===== src/rtl/uart_cmd_frame_rx.sv =====
// uart_cmd_frame_rx
//   UART command-frame receiver for the motor controller register interface.
//   Frame on the line: start | RW | ADDR | DATA | [parity] | stop.
//   Fields are sent LSB first. Each bit is 3-sample majority voted around mid-bit.
//   A good frame produces a one-cycle cmd_valid strobe. A parity or framing
//   failure produces a one-cycle err_valid strobe instead.
// Ports
//   clk_in     system clock
//   rst        synchronous, active-low reset
//   rx_in      asynchronous serial line, idle high
//   cmd_valid  strobe: error-free frame received
//   cmd_rw     1 = read, 0 = write (held until next cmd_valid)
//   cmd_addr   address field (held until next cmd_valid)
//   cmd_data   data field (held until next cmd_valid)
//   err_valid  strobe: frame rejected
//   err_parity qualifies err_valid: parity mismatch
//   err_frame  qualifies err_valid: stop bit sampled low
//   busy       high from start-edge detection until return to IDLE
module uart_cmd_frame_rx #(
  parameter int CLKS_PER_BIT = 5208,
  parameter int ADDR_W       = 3,
  parameter int DATA_W       = 4,
  parameter int PARITY_MODE  = 1
) (
  input  logic              clk_in,
  input  logic              rst,
  input  logic              rx_in,
  output logic              cmd_valid,
  output logic              cmd_rw,
  output logic [ADDR_W-1:0] cmd_addr,
  output logic [DATA_W-1:0] cmd_data,
  output logic              err_valid,
  output logic              err_parity,
  output logic              err_frame,
  output logic              busy
);
  localparam int NB = 1 + ADDR_W + DATA_W;
  localparam int BW = $clog2(NB + 1);
  localparam int CW = $clog2(CLKS_PER_BIT);
  localparam int H  = CLKS_PER_BIT / 2;

  typedef enum logic [2:0] {IDLE, START, SHIFT, PARITY, STOP, BREAK} state_t;
  state_t state, state_nxt;

  logic          rx_m, rx_s;
  logic [CW-1:0] c;
  logic [BW-1:0] bcnt;
  logic          s0, s1;
  logic [NB-1:0] sr;
  logic          par_bit;
  logic          mid, bit_v, par_ok;

  // Decision point: third vote is the live synchronised sample.
  assign mid   = (c == CW'(H + 1));
  assign bit_v = (s0 & s1) | (s0 & rx_s) | (s1 & rx_s);
  assign busy  = (state != IDLE);

  always_comb begin
    par_ok = 1'b1;
    if (PARITY_MODE == 1)      par_ok = ((^sr) == par_bit);
    else if (PARITY_MODE == 2) par_ok = ((^sr) != par_bit);
  end

  always_ff @(posedge clk_in) begin
    if (!rst) state <= IDLE;
    else      state <= state_nxt;
  end

  // State changes happen at the mid-bit decision; the bit counter keeps
  // running so the next decision lands mid-way through the following bit.
  always_comb begin
    state_nxt = state;
    case (state)
      IDLE:   if (!rx_s) state_nxt = START;
      START:  if (mid) state_nxt = bit_v ? IDLE : SHIFT;
      SHIFT:  if (mid && bcnt == BW'(NB - 1))
                state_nxt = (PARITY_MODE != 0) ? PARITY : STOP;
      PARITY: if (mid) state_nxt = STOP;
      // Leaving at mid-stop lets a start bit right after the stop bit be seen.
      STOP:   if (mid) state_nxt = bit_v ? IDLE : BREAK;
      BREAK:  if (rx_s) state_nxt = IDLE;
      default: state_nxt = IDLE;
    endcase
  end

  always_ff @(posedge clk_in) begin
    if (!rst) begin
      rx_m       <= 1'b1;
      rx_s       <= 1'b1;
      c          <= '0;
      bcnt       <= '0;
      s0         <= 1'b1;
      s1         <= 1'b1;
      sr         <= '0;
      par_bit    <= 1'b0;
      cmd_valid  <= 1'b0;
      cmd_rw     <= 1'b0;
      cmd_addr   <= '0;
      cmd_data   <= '0;
      err_valid  <= 1'b0;
      err_parity <= 1'b0;
      err_frame  <= 1'b0;
    end else begin
      rx_m       <= rx_in;
      rx_s       <= rx_m;
      cmd_valid  <= 1'b0;
      err_valid  <= 1'b0;
      err_parity <= 1'b0;
      err_frame  <= 1'b0;

      if (state == IDLE || state == BREAK) c <= '0;
      else if (c == CW'(CLKS_PER_BIT - 1)) c <= '0;
      else c <= c + CW'(1);

      if (c == CW'(H - 1)) s0 <= rx_s;
      if (c == CW'(H))     s1 <= rx_s;

      case (state)
        START:  bcnt <= '0;
        SHIFT:  if (mid) begin
                  sr   <= {bit_v, sr[NB-1:1]};
                  bcnt <= bcnt + BW'(1);
                end
        PARITY: if (mid) par_bit <= bit_v;
        STOP:   if (mid) begin
                  if (bit_v && par_ok) begin
                    cmd_valid <= 1'b1;
                    cmd_rw    <= sr[0];
                    cmd_addr  <= sr[ADDR_W:1];
                    cmd_data  <= sr[NB-1:ADDR_W+1];
                  end else if (bit_v) begin
                    err_valid  <= 1'b1;
                    err_parity <= 1'b1;
                  end else begin
                    err_valid  <= 1'b1;
                    err_frame  <= 1'b1;
                    err_parity <= !par_ok;
                  end
                end
        default: ;
      endcase
    end
  end
endmodule


===== config.mk =====
export PLATFORM = sky130hd
export DESIGN_NAME = uart_cmd_frame_rx
export DESIGN_NICKNAME = d
export VERILOG_FILES = /design/src/rtl/uart_cmd_frame_rx.sv
export SDC_FILE = /design/constraint.sdc
export NUM_CORES = 1
export LEC_CHECK = 0
export BUFFER_PORTS_ARGS = -buffer_cell sky130_fd_sc_hd__buf_2
export CAP_MARGIN = 20
export CELL_PAD_IN_SITES_DETAIL_PLACEMENT = 1
export CELL_PAD_IN_SITES_GLOBAL_PLACEMENT = 1
export CORE_MARGIN = 5
export CORE_UTILIZATION = 41
export DETAILED_ROUTE_END_ITERATION = 8
export PLACE_DENSITY_LB_ADDON = 0.12
export RECOVER_POWER = 25
export SLEW_MARGIN = 25
export SYNTH_ARGS = -nofsm -noshare
export SYNTH_HDL_FRONTEND = slang
export SYNTH_SLANG_ARGS = --single-unit

===== constraint.sdc =====
create_clock -name clk_in -period 1.97 [get_ports clk_in]
set_input_delay 0.4925 -clock clk_in [delete_from_list [all_inputs] [get_ports clk_in]]
set_output_delay 0.4925 -clock clk_in [all_outputs]
set_load 0.01 [all_outputs]

### Word level (Yosys, flattened, before mapping)

Cells that the tools add are included.

* $add $sub $neg: 2
* eq/ne operators: 18
* multiplexer cells: 15
* bitwise operators: 8
* reduce and logical (&&, ||, !) cells: 16

Operators with widths (number)
* 13-bit by 12-bit == test with 1-bit output (second input constant): 3
* 3-bit two-way mux: 7
* 3-bit case mux with 6 select lines: 1
* 2-bit inequality test (second input constant): 7
* 13-bit by 1-bit adder with 13-bit output (second input constant): 1
* 13-bit == test (second input constant): 1
* 4-bit case mux with 2 select lines: 1
* 8-bit parity: 1
* 3-bit by 2-bit == test with 1-bit output (second input constant): 2
* 3-bit == test (second input constant): 2
* 2-bit AND reduction: 3
* 3-bit AND reduction: 2
* 6-bit AND reduction: 1
* 4-bit by 1-bit adder with 4-bit output (second input constant): 1
* 4-bit by 3-bit == test with 1-bit output (second input constant): 1
* 1-bit two-way mux: 4
* 4-bit two-way mux: 1
* 4-bit OR reduction: 1
* 1-bit bitwise AND: 3
* 3-bit by 1-bit == test with 1-bit output (second input constant): 1
* 3-bit logical NOT: 1
* 1-bit NOT: 3
* 3-bit nonzero test: 1
* 3-bit OR reduction: 1
* 7 further kinds: 9

* register bits: 45
* input bits: 3
* output and inout bits: 13
* word-level logic and storage cells: 75

### Logic depth before layout (Yosys ltp)

Gate-level depths: netlist of run 1.

* word-level depth: 6
* gate-level depth with buffers: 7

### Worst setup path after synthesis of run 1

Ideal clock, no wire load.

* path type: register to register
* start: reg c[6]
* end: reg state[1]
* library setup time: 130 ps
* arrival: 1724 ps
* required time: 1840 ps
* slack: 116 ps
* cell stages (with the launch flop): 6
* buffers on the path: 0
* period minus slack after synthesis: 1854 ps
* path through: dfxtp_1 > or4b_4 > nor4_4 > o211ai_2 > nor3_1 > nor3_2

* word-level cells in the longest chain between the ends: 4
* elaborated cells on any way between the ends: 7

Ends and longest elaborated chain
* start, declared: line 46 `logic [CW-1:0] c;`
* start signal, assigned: line 113 `else c <= c + CW'(1);`
* 13-bit by 12-bit == test with 1-bit output (*): line 54 `assign mid = (c == CW'(H + 1));`
* 1-bit logical AND: line 76 `SHIFT: if (mid && bcnt == BW'(NB - 1))`
* 2-bit inequality test (no source line)
* 6-bit AND reduction (no source line) (*)
* end signal, assigned: line 66 `else state <= state_nxt;`
* end, declared: line 43 `state_t state, state_nxt;`

Mark *: on every way between the ends. The rest lies on a longest branch, timed or not.
A chain may end at the register's enable or synchronous reset.

### Worst setup path in the final report of run 1

* start: reg c[7]
* end: reg cmd_data[3]

* word-level cells in the longest chain between the ends: 2

Ends and longest elaborated chain
* 13-bit by 12-bit == test with 1-bit output: line 54
* 3-bit AND reduction (no source line)
* end signal, assigned: line 130 `cmd_data <= sr[NB-1:ADDR_W+1];`
* end, declared: line 31 `output logic [DATA_W-1:0] cmd_data,`

Every way passes these cells.

==> results of run 1 <==
-- cells by family (layout without fill, tap and decap cells) --
kind of cell               Yosys count  after routing
and+or+nand+nor                    116            116
xor gates and xnor gates            21             21
adders and majority gates            4              4
muxes                                3              3
DFF                                 45             45
AOI/OAI and AO/OA                   34             34
buffers and inverters               15             48
-- worst max-delay path: stages, from the launching register on --
cell,delay [ns]
sky130_fd_sc_hd__dfxtp_2,0.33
sky130_fd_sc_hd__or4b_4,0.57
sky130_fd_sc_hd__nor4_4,0.17
sky130_fd_sc_hd__buf_4,0.19
sky130_fd_sc_hd__nand3_4,0.16
sky130_fd_sc_hd__o31ai_1,0.28
sky130_fd_sc_hd__a21oi_1,0.09
-- power breakdown --
| part | switching, mW | internal [mW] |
|---|---|---|
| logic | 0.262 | 0.179 |
| registers | 0.0736 | 0.943 |
| clock network | 0.313 | 0.278 |
-- worst max path at each step --
stage               start  slack, ns          end
finish               c[7]       0.06  cmd_data[3]
global route         c[7]      -0.04       cmd_rw
CTS                  c[6]     -0.006  cmd_addr[0]
detailed placement  sr[1]      -0.08  cmd_addr[0]
global placement    sr[1]       0.03  cmd_data[0]
floorplan            c[6]       0.12     state[1]
-- cells in the mapped netlist, drive strengths merged (4+ instances only) --
cell / count
a21oi: 18
buf: 4
clkbuf: 7
dfxtp: 45
ha: 4
inv: 4
nand2: 31
nand3: 14
nand4: 12
nor2: 27
nor2b: 4
nor3: 7
o31ai: 8
xnor2: 7
xor2: 13
-- registers in the layout (all words and copies together), names as in the netlist, 3 cells and up --
signal    cells
c            13
sr            8
bcnt          4
cmd_data      4
cmd_addr      3
state         3
-- area by class of cell --
class	count	share of cell area (%)
clock buffer	6	3.20
clock inverter	1	0.291
inverter	4	0.581
multi-input combinational	178	48.2
sequential	45	34.9
tap	70	3.39
timing repair buffer	37	9.44
-- per-layer routing --
layer  vias up  global-route usage [%]
met5         -                       0
met4         0                    6.48
met3         4                    4.01
met2        22                    27.6
met1       843                    21.9
li1        896                       -
-- repair_timing --
item / in CTS / in global routing
pin swaps: 0 / 9
gates resized for setup: 7 / 9
buffers inserted: 1 / 1
endpoints found under the setup margin: 9 / 21
-- per-stage QoR --
| step | total power [mW] | util [%] | TNS, ns |
|---|---|---|---|
| 4_1_cts | 2.09 | 49.7 | -0.00569 |
| 6_report | 2.05 | 50.9 | 0 |
| 5_1_grt | 2.18 | 50.9 | -0.154 |
| 3_5_place_dp | 1.48 | 47.1 | -0.239 |
| 3_3_place_gp | 1.47 | 47.1 | 0 |
| 2_1_floorplan | 1.34 | - | 0 |
==> metrics.log, run 1 <==
[metrics] relative max-transition margin: 28.8%
[metrics] final hold viol count: 0
[metrics] DR vias: 1,765
[metrics] Met2 Routed Length: 2.45 mm
[metrics] most frequently used flop master after synthesis: sky130_fd_sc_hd__dfxtp_1
[metrics] Placement Rows: 26
[metrics] slack of the worst reg-to-reg path: 0.06 ns
[metrics] Warnings, synthesis: 0
[metrics] Finished Cell Area: 2580 um^2
[metrics] post-synthesis adder-cell area fraction: 2.34%
[metrics] reg2reg path depth: 6
[metrics] I/O pin cnt: 16
[metrics] Detail Placement HPWL: 3.69 mm
[metrics] async set or reset register ratio after synthesis: 0%
[metrics] Hold Buf Count CTS: 0
[metrics] Die ar.: 6770 um^2
[metrics] status: complete, no violations
[metrics] count of unresolved DRC violations after routing: 0
[metrics] number of buffers created by CTS: 5
[metrics] most used cells in the layout excluding fill and tap cells: sky130_fd_sc_hd__dfxtp_1, sky130_fd_sc_hd__nand2_1, sky130_fd_sc_hd__nor2_1
[metrics] sum of overflow across all layers after global routing: 0
[metrics] DRT Wirelength: 5.03 mm
[metrics] post-route setup slack: 0.0598 ns
[metrics] number of buffer cells added on primary ports: 15
[metrics] Cell Area, Synth: 2140 um^2
[metrics] starting DRC count in detailed routing: 53
[metrics] routed length on met3: 141 um
[metrics] Via-to-Cell Ratio: 5.18
[metrics] compound-gate portion of the synthesized area: 9.76%
[metrics] sink count of the clock tree: 45
[metrics] startpoint of the worst register-to-register path: c[7]
[metrics] cell type with the highest aggregate area in the netlist: sky130_fd_sc_hd__dfxtp_1
[metrics] FF+latch count, synth: 45
[metrics] FILL cells: 620
[metrics] count of inserted antenna diode cells: 0
[metrics] instance count after placement with tap cells included: 332
[metrics] Post-synth EDFFs: 0
[metrics] kind of critical path: flop to flop
[metrics] area of the placeable core: 5070 um^2
[metrics] P_leak: 0.903 nW
[metrics] CTS root buffer: sky130_fd_sc_hd__clkbuf_8
[metrics] combinational family with the most area after synthesis: simple AND/OR/NAND/NOR gates
[metrics] global-route wire length before repair: 8.75 mm
[metrics] Tcrit/Tclk final: 97.0%
[metrics] DR top layer: met4
[metrics] gr usage total: 17.1%
[metrics] minimum hold slack: 0.376 ns
[metrics] post-detailed-route wirelength per cell: 14.8 um
[metrics] Initial Util: 42.2%
[metrics] Critical Path Source Type: flop
[metrics] largest vdd supply drop: 0.000390 V
[metrics] largest cells by area after synthesis: sky130_fd_sc_hd__dfxtp_1, sky130_fd_sc_hd__nand2_1, sky130_fd_sc_hd__xor2_1
[metrics] mux cell area share after synthesis: 1.40%
[metrics] cell depth of the worst hold path: 2
[metrics] maximum number of pins on one net before global-route repair: 22
[metrics] met1 wire length: 2.38 mm
[metrics] number of standard cells after synthesis: 238
[metrics] HP Class: input port to flop
[metrics] synthesized net count: 245
[metrics] remaining antenna violation count after routing: 0
[metrics] shortest clock period the worst path allows after layout: 1.91 ns
[metrics] total iterations of the first detailed-routing run: 4
[metrics] endpoint arrival time on the critical path: 2.10 ns
[metrics] synthesized-area fraction occupied by and/or/nand/nor cells: 31.1%
[metrics] worst hold start: rx_in
[metrics] number of H-tree branching levels: 2
[metrics] area share of the largest cell type after synthesis: 42.1%
[metrics] number of nets in the final layout: 278
[metrics] buffer depth of the longest clock path: 2
[metrics] pre-CTS setup slack: -0.0804 ns
[metrics] transition at the pin with the smallest max-transition slack: 1.06 ns
[metrics] CTS tree: yes
[metrics] RePlAce Congestion: 0.748
[metrics] commonest non-fill, non-tap cell in the layout: sky130_fd_sc_hd__dfxtp_1
[metrics] clock slew at reported path FFs: 0.08 ns
[metrics] clock insertion delay at the later pin of the skew report: 0.30 ns
[metrics] Reg area: 902 um^2
[metrics] Post-Place Cell Area: 2390 um^2
[metrics] worst-case clock skew: 0.00614 ns
[metrics] horizontal die dimension: 82.3 um
[metrics] largest fanout on the critical path: 8
[metrics] Post-Syn Area per Cell: 8.99 um^2
[metrics] endpoint with the worst hold slack: rx_m
[metrics] count of unique library cells instantiated by Yosys: 42
[metrics] setup repair after global routing missed its margin: yes
[metrics] Setup crit end kind: flop
[metrics] number of endpoints failing setup at the final stage: 0
[metrics] count of final max-slew check failures: 0
[metrics] die height: 82.3 um
[metrics] maximum clock frequency: 524 MHz
[metrics] register area share after synthesis: 42.1%
[metrics] number of global-route vias before repair: 1,770
[metrics] xor-xnor portion of the synthesized cell area: 9.59%
[metrics] Max Cap Violations: 0
[metrics] number of antenna violations at the first check in global routing: 0
[metrics] non-filler cells in the finished layout: 341
[metrics] Power per Cell Area: 793 nW/um^2
[metrics] area used by multi-input combinational logic: 1240 um^2
[metrics] layout overhead on the synthesized area: 20.7%
[metrics] layout cells sized above 1: 21.0%
[metrics] Crit path required time: 2.16 ns
[metrics] reg-to-reg endpoint: cmd_data[3]
(Power assumes the default switching activity.)
==> run 2, diff against run 1 <==
Settings changed: CORE_UTILIZATION 41 to 43, CTS_BUF_LIST set to sky130_fd_sc_hd__clkbuf_8, GPL_TIMING_DRIVEN set to 0.
==> run 2 against run 1 <==
  * Design area is 2.6% lower
  * Count of clock-buffer cells in the layout did not move
  * First-iteration DRC count rose by 57%
  * Largest cell class unchanged
  * Largest power group unchanged
  * Highest routed layer unchanged
==> metrics.log, run 2 (synthesis results as in run 1) <==
[metrics] Max stage delay cell, worst path: sky130_fd_sc_hd__or4b_4 (unchanged)
[metrics] count of inserted antenna diode cells: 0 (unchanged)
[metrics] buffer depth of the longest clock path: 2 (unchanged)
[metrics] global-route wire length before repair: 8.77 mm (was 8.75 mm)
[metrics] max reg flops: 13 (unchanged)
[metrics] count of unresolved DRC violations after routing: 0 (unchanged)
[metrics] die height: 80.6 um (was 82.3 um)
[metrics] most flop-heavy register: c (unchanged)
[metrics] FILL cells: 591 (was 620)
[metrics] sink count of the clock tree: 45 (unchanged)
[metrics] pre-CTS setup slack: -0.160 ns (was -0.0804 ns)
[metrics] number of global-route vias before repair: 1,805 (was 1,770)
[metrics] Die ar.: 6490 um^2 (was 6770 um^2)
[metrics] remaining antenna violation count after routing: 0 (unchanged)
[metrics] maximum number of pins on one net before global-route repair: 15 (was 22)
[metrics] number of endpoints failing setup at the final stage: 0 (unchanged)
[metrics] P_leak: 0.868 nW (was 0.903 nW)
[metrics] Power per Cell Area: 865 nW/um^2 (was 793 nW/um^2)
[metrics] shortest clock period the worst path allows after layout: 1.94 ns (was 1.91 ns)
[metrics] Most Used Layer, Global Route: met2 (unchanged)
[metrics] post-route setup slack: 0.0326 ns (was 0.0598 ns)
[metrics] HP Class: input port to flop (unchanged)
[metrics] kind of critical path: flop to flop (unchanged)
[metrics] sum of overflow across all layers after global routing: 0 (unchanged)
[metrics] non-filler cells in the finished layout: 334 (was 341)
[metrics] Post-Place Cell Area: 2290 um^2 (was 2390 um^2)
[metrics] clock insertion delay at the later pin of the skew report: 0.30 ns (about the same)
[metrics] post-detailed-route wirelength per cell: 15.9 um (was 14.8 um)
[metrics] Reg area: 915 um^2 (was 902 um^2)
[metrics] total design power: 2.18 mW (was 2.05 mW)
[metrics] layout overhead on the synthesized area: 17.6% (was 20.7%)
[metrics] grt met3 use: 3.25% (was 4.01%)
[metrics] worst-case clock skew: 0.0111 ns (was 0.00614 ns)
[metrics] horizontal die dimension: 80.6 um (was 82.3 um)
[metrics] Detail Placement HPWL: 3.63 mm (was 3.69 mm)
[metrics] I/O pin cnt: 16 (unchanged)
[metrics] Via-to-Cell Ratio: 5.39 (was 5.18)
[metrics] most used cells in the layout excluding fill and tap cells: sky130_fd_sc_hd__dfxtp_1, sky130_fd_sc_hd__nand2_1, sky130_fd_sc_hd__nor2_1 (unchanged)
[metrics] total iterations of the first detailed-routing run: 4 (unchanged)
[metrics] commonest non-fill, non-tap cell in the layout: sky130_fd_sc_hd__dfxtp_1 (unchanged)
[metrics] relative max-transition margin: 53.0% (was 28.8%)
[metrics] DR vias: 1,799 (was 1,765)
[metrics] gr usage total: 17.4% (was 17.1%)
[metrics] instance count after placement with tap cells included: 319 (was 332)
[metrics] setup repair after global routing missed its margin: yes (unchanged)
[metrics] endpoint arrival time on the critical path: 2.11 ns (was 2.10 ns)
[metrics] transition at the pin with the smallest max-transition slack: 0.700 ns (was 1.06 ns)
[metrics] number of buffers created by CTS: 5 (unchanged)
[metrics] final hold viol count: 0 (unchanged)
[metrics] Crit path required time: 2.14 ns (was 2.16 ns)
[metrics] kind of cell with the highest combined delay on the critical path: simple AND/OR/NAND/NOR gates (unchanged)
[metrics] Hold Buf Count CTS: 0 (unchanged)
[metrics] number of antenna violations at the first check in global routing: 0 (unchanged)
[metrics] Max Cap Violations: 0 (unchanged)
[metrics] largest fanout on the critical path: 8 (unchanged)
[metrics] area of the placeable core: 4790 um^2 (was 5070 um^2)
[metrics] Tcrit/Tclk final: 98.3% (was 97.0%)
[metrics] chain of cells forming the critical path: or4b_4 > nor4_4 > buf_4 > nand3_4 > o31ai_1 > a21oi_1 (unchanged)
[metrics] RePlAce Congestion: 0.781 (was 0.748)
[metrics] status: complete, no violations (unchanged)
[metrics] DRT Wirelength: 5.32 mm (was 5.03 mm)
[metrics] clock slew at reported path FFs: 0.09 ns (was 0.08 ns)
[metrics] Finished Cell Area: 2520 um^2 (was 2580 um^2)
[metrics] Critical Path Source Type: flop (unchanged)
[metrics] registers with the most flip-flops: c x13, sr x8 (unchanged)
[metrics] count of final max-slew check failures: 0 (unchanged)
[metrics] Initial Util: 44.7% (was 42.2%)
[metrics] number of H-tree branching levels: 2 (unchanged)
[metrics] area used by multi-input combinational logic: 1200 um^2 (was 1240 um^2)
[metrics] CTS root buffer: sky130_fd_sc_hd__clkbuf_8 (unchanged)
[metrics] Setup crit end kind: flop (unchanged)
[metrics] fraction of met2 tracks used by global routing: 28.6% (was 27.6%)
[metrics] starting DRC count in detailed routing: 83 (was 53)
[metrics] maximum clock frequency: 516 MHz (was 524 MHz)
[metrics] largest vdd supply drop: 0.000351 V (was 0.000390 V)
[metrics] CTS tree: yes (unchanged)
[metrics] delay contributed by the slowest stage of the critical path: 0.53 ns (was 0.57 ns)
[metrics] Placement Rows: 25 (was 26)
[metrics] layout cells sized above 1: 16.9% (was 21.0%)
[metrics] CP bufs+invs: 1 (unchanged)
[metrics] number of buffer cells added on primary ports: 14 (was 15)
[metrics] number of nets in the final layout: 273 (was 278)
[metrics] GR Layer Usage met1: 22.8% (was 21.9%)
[run 2: final timing paths]
kind / to / cells past startpoint / slack (ns) / from
min: rx_m / 2 / 0.36 / rx_in
min reg2reg: rx_s / 1 / 0.42 / rx_m
max reg2reg: cmd_addr[1] / 6 / 0.03 / c[4]
max: cmd_addr[1] / 6 / 0.03 / c[4]
[run 2: through the flow]
stage | TNS [ns] | hold WS (ns) | util [%]
floorplan | 0 | 0.386 | -
global placement | -1.53 | 0.394 | 47.9
detailed placement | -2.24 | 0.402 | 47.9
CTS | 0 | 0.359 | 51.7
global route | -0.0987 | 0.355 | 52.6
finish | 0 | 0.362 | 52.6
[run 2: timing repair]
action,CTS,global route
setup endpoints to repair,31,33
pin swaps,6,5
hold endpoints to repair,0,0
resized for setup,9,11
buffers inserted,5,2
[run 2: layout make-up]
| type | count | share of cell area, % |
|---|---|---|
| multi-input combinational | 178 | 47.7 |
| sequential | 45 | 36.3 |
| timing repair buffer | 21 | 4.32 |
| tap | 67 | 3.33 |
| clock buffer | 6 | 3.28 |
| buffer | 11 | 2.93 |
| clock inverter | 2 | 1.49 |
| inverter | 4 | 0.596 |
[run 2: report_power, final]
part           internal (mW)  switching [mW]
combinational          0.171           0.275
sequential             0.941          0.0449
clock                  0.413           0.333
total                   1.53           0.653
[run 2: routing by layer]
metal	wire, um	up-vias
met1	2530	884
met3	138	5
met2	2600	24
met4	53	0
met5	0	-
li1	-	886
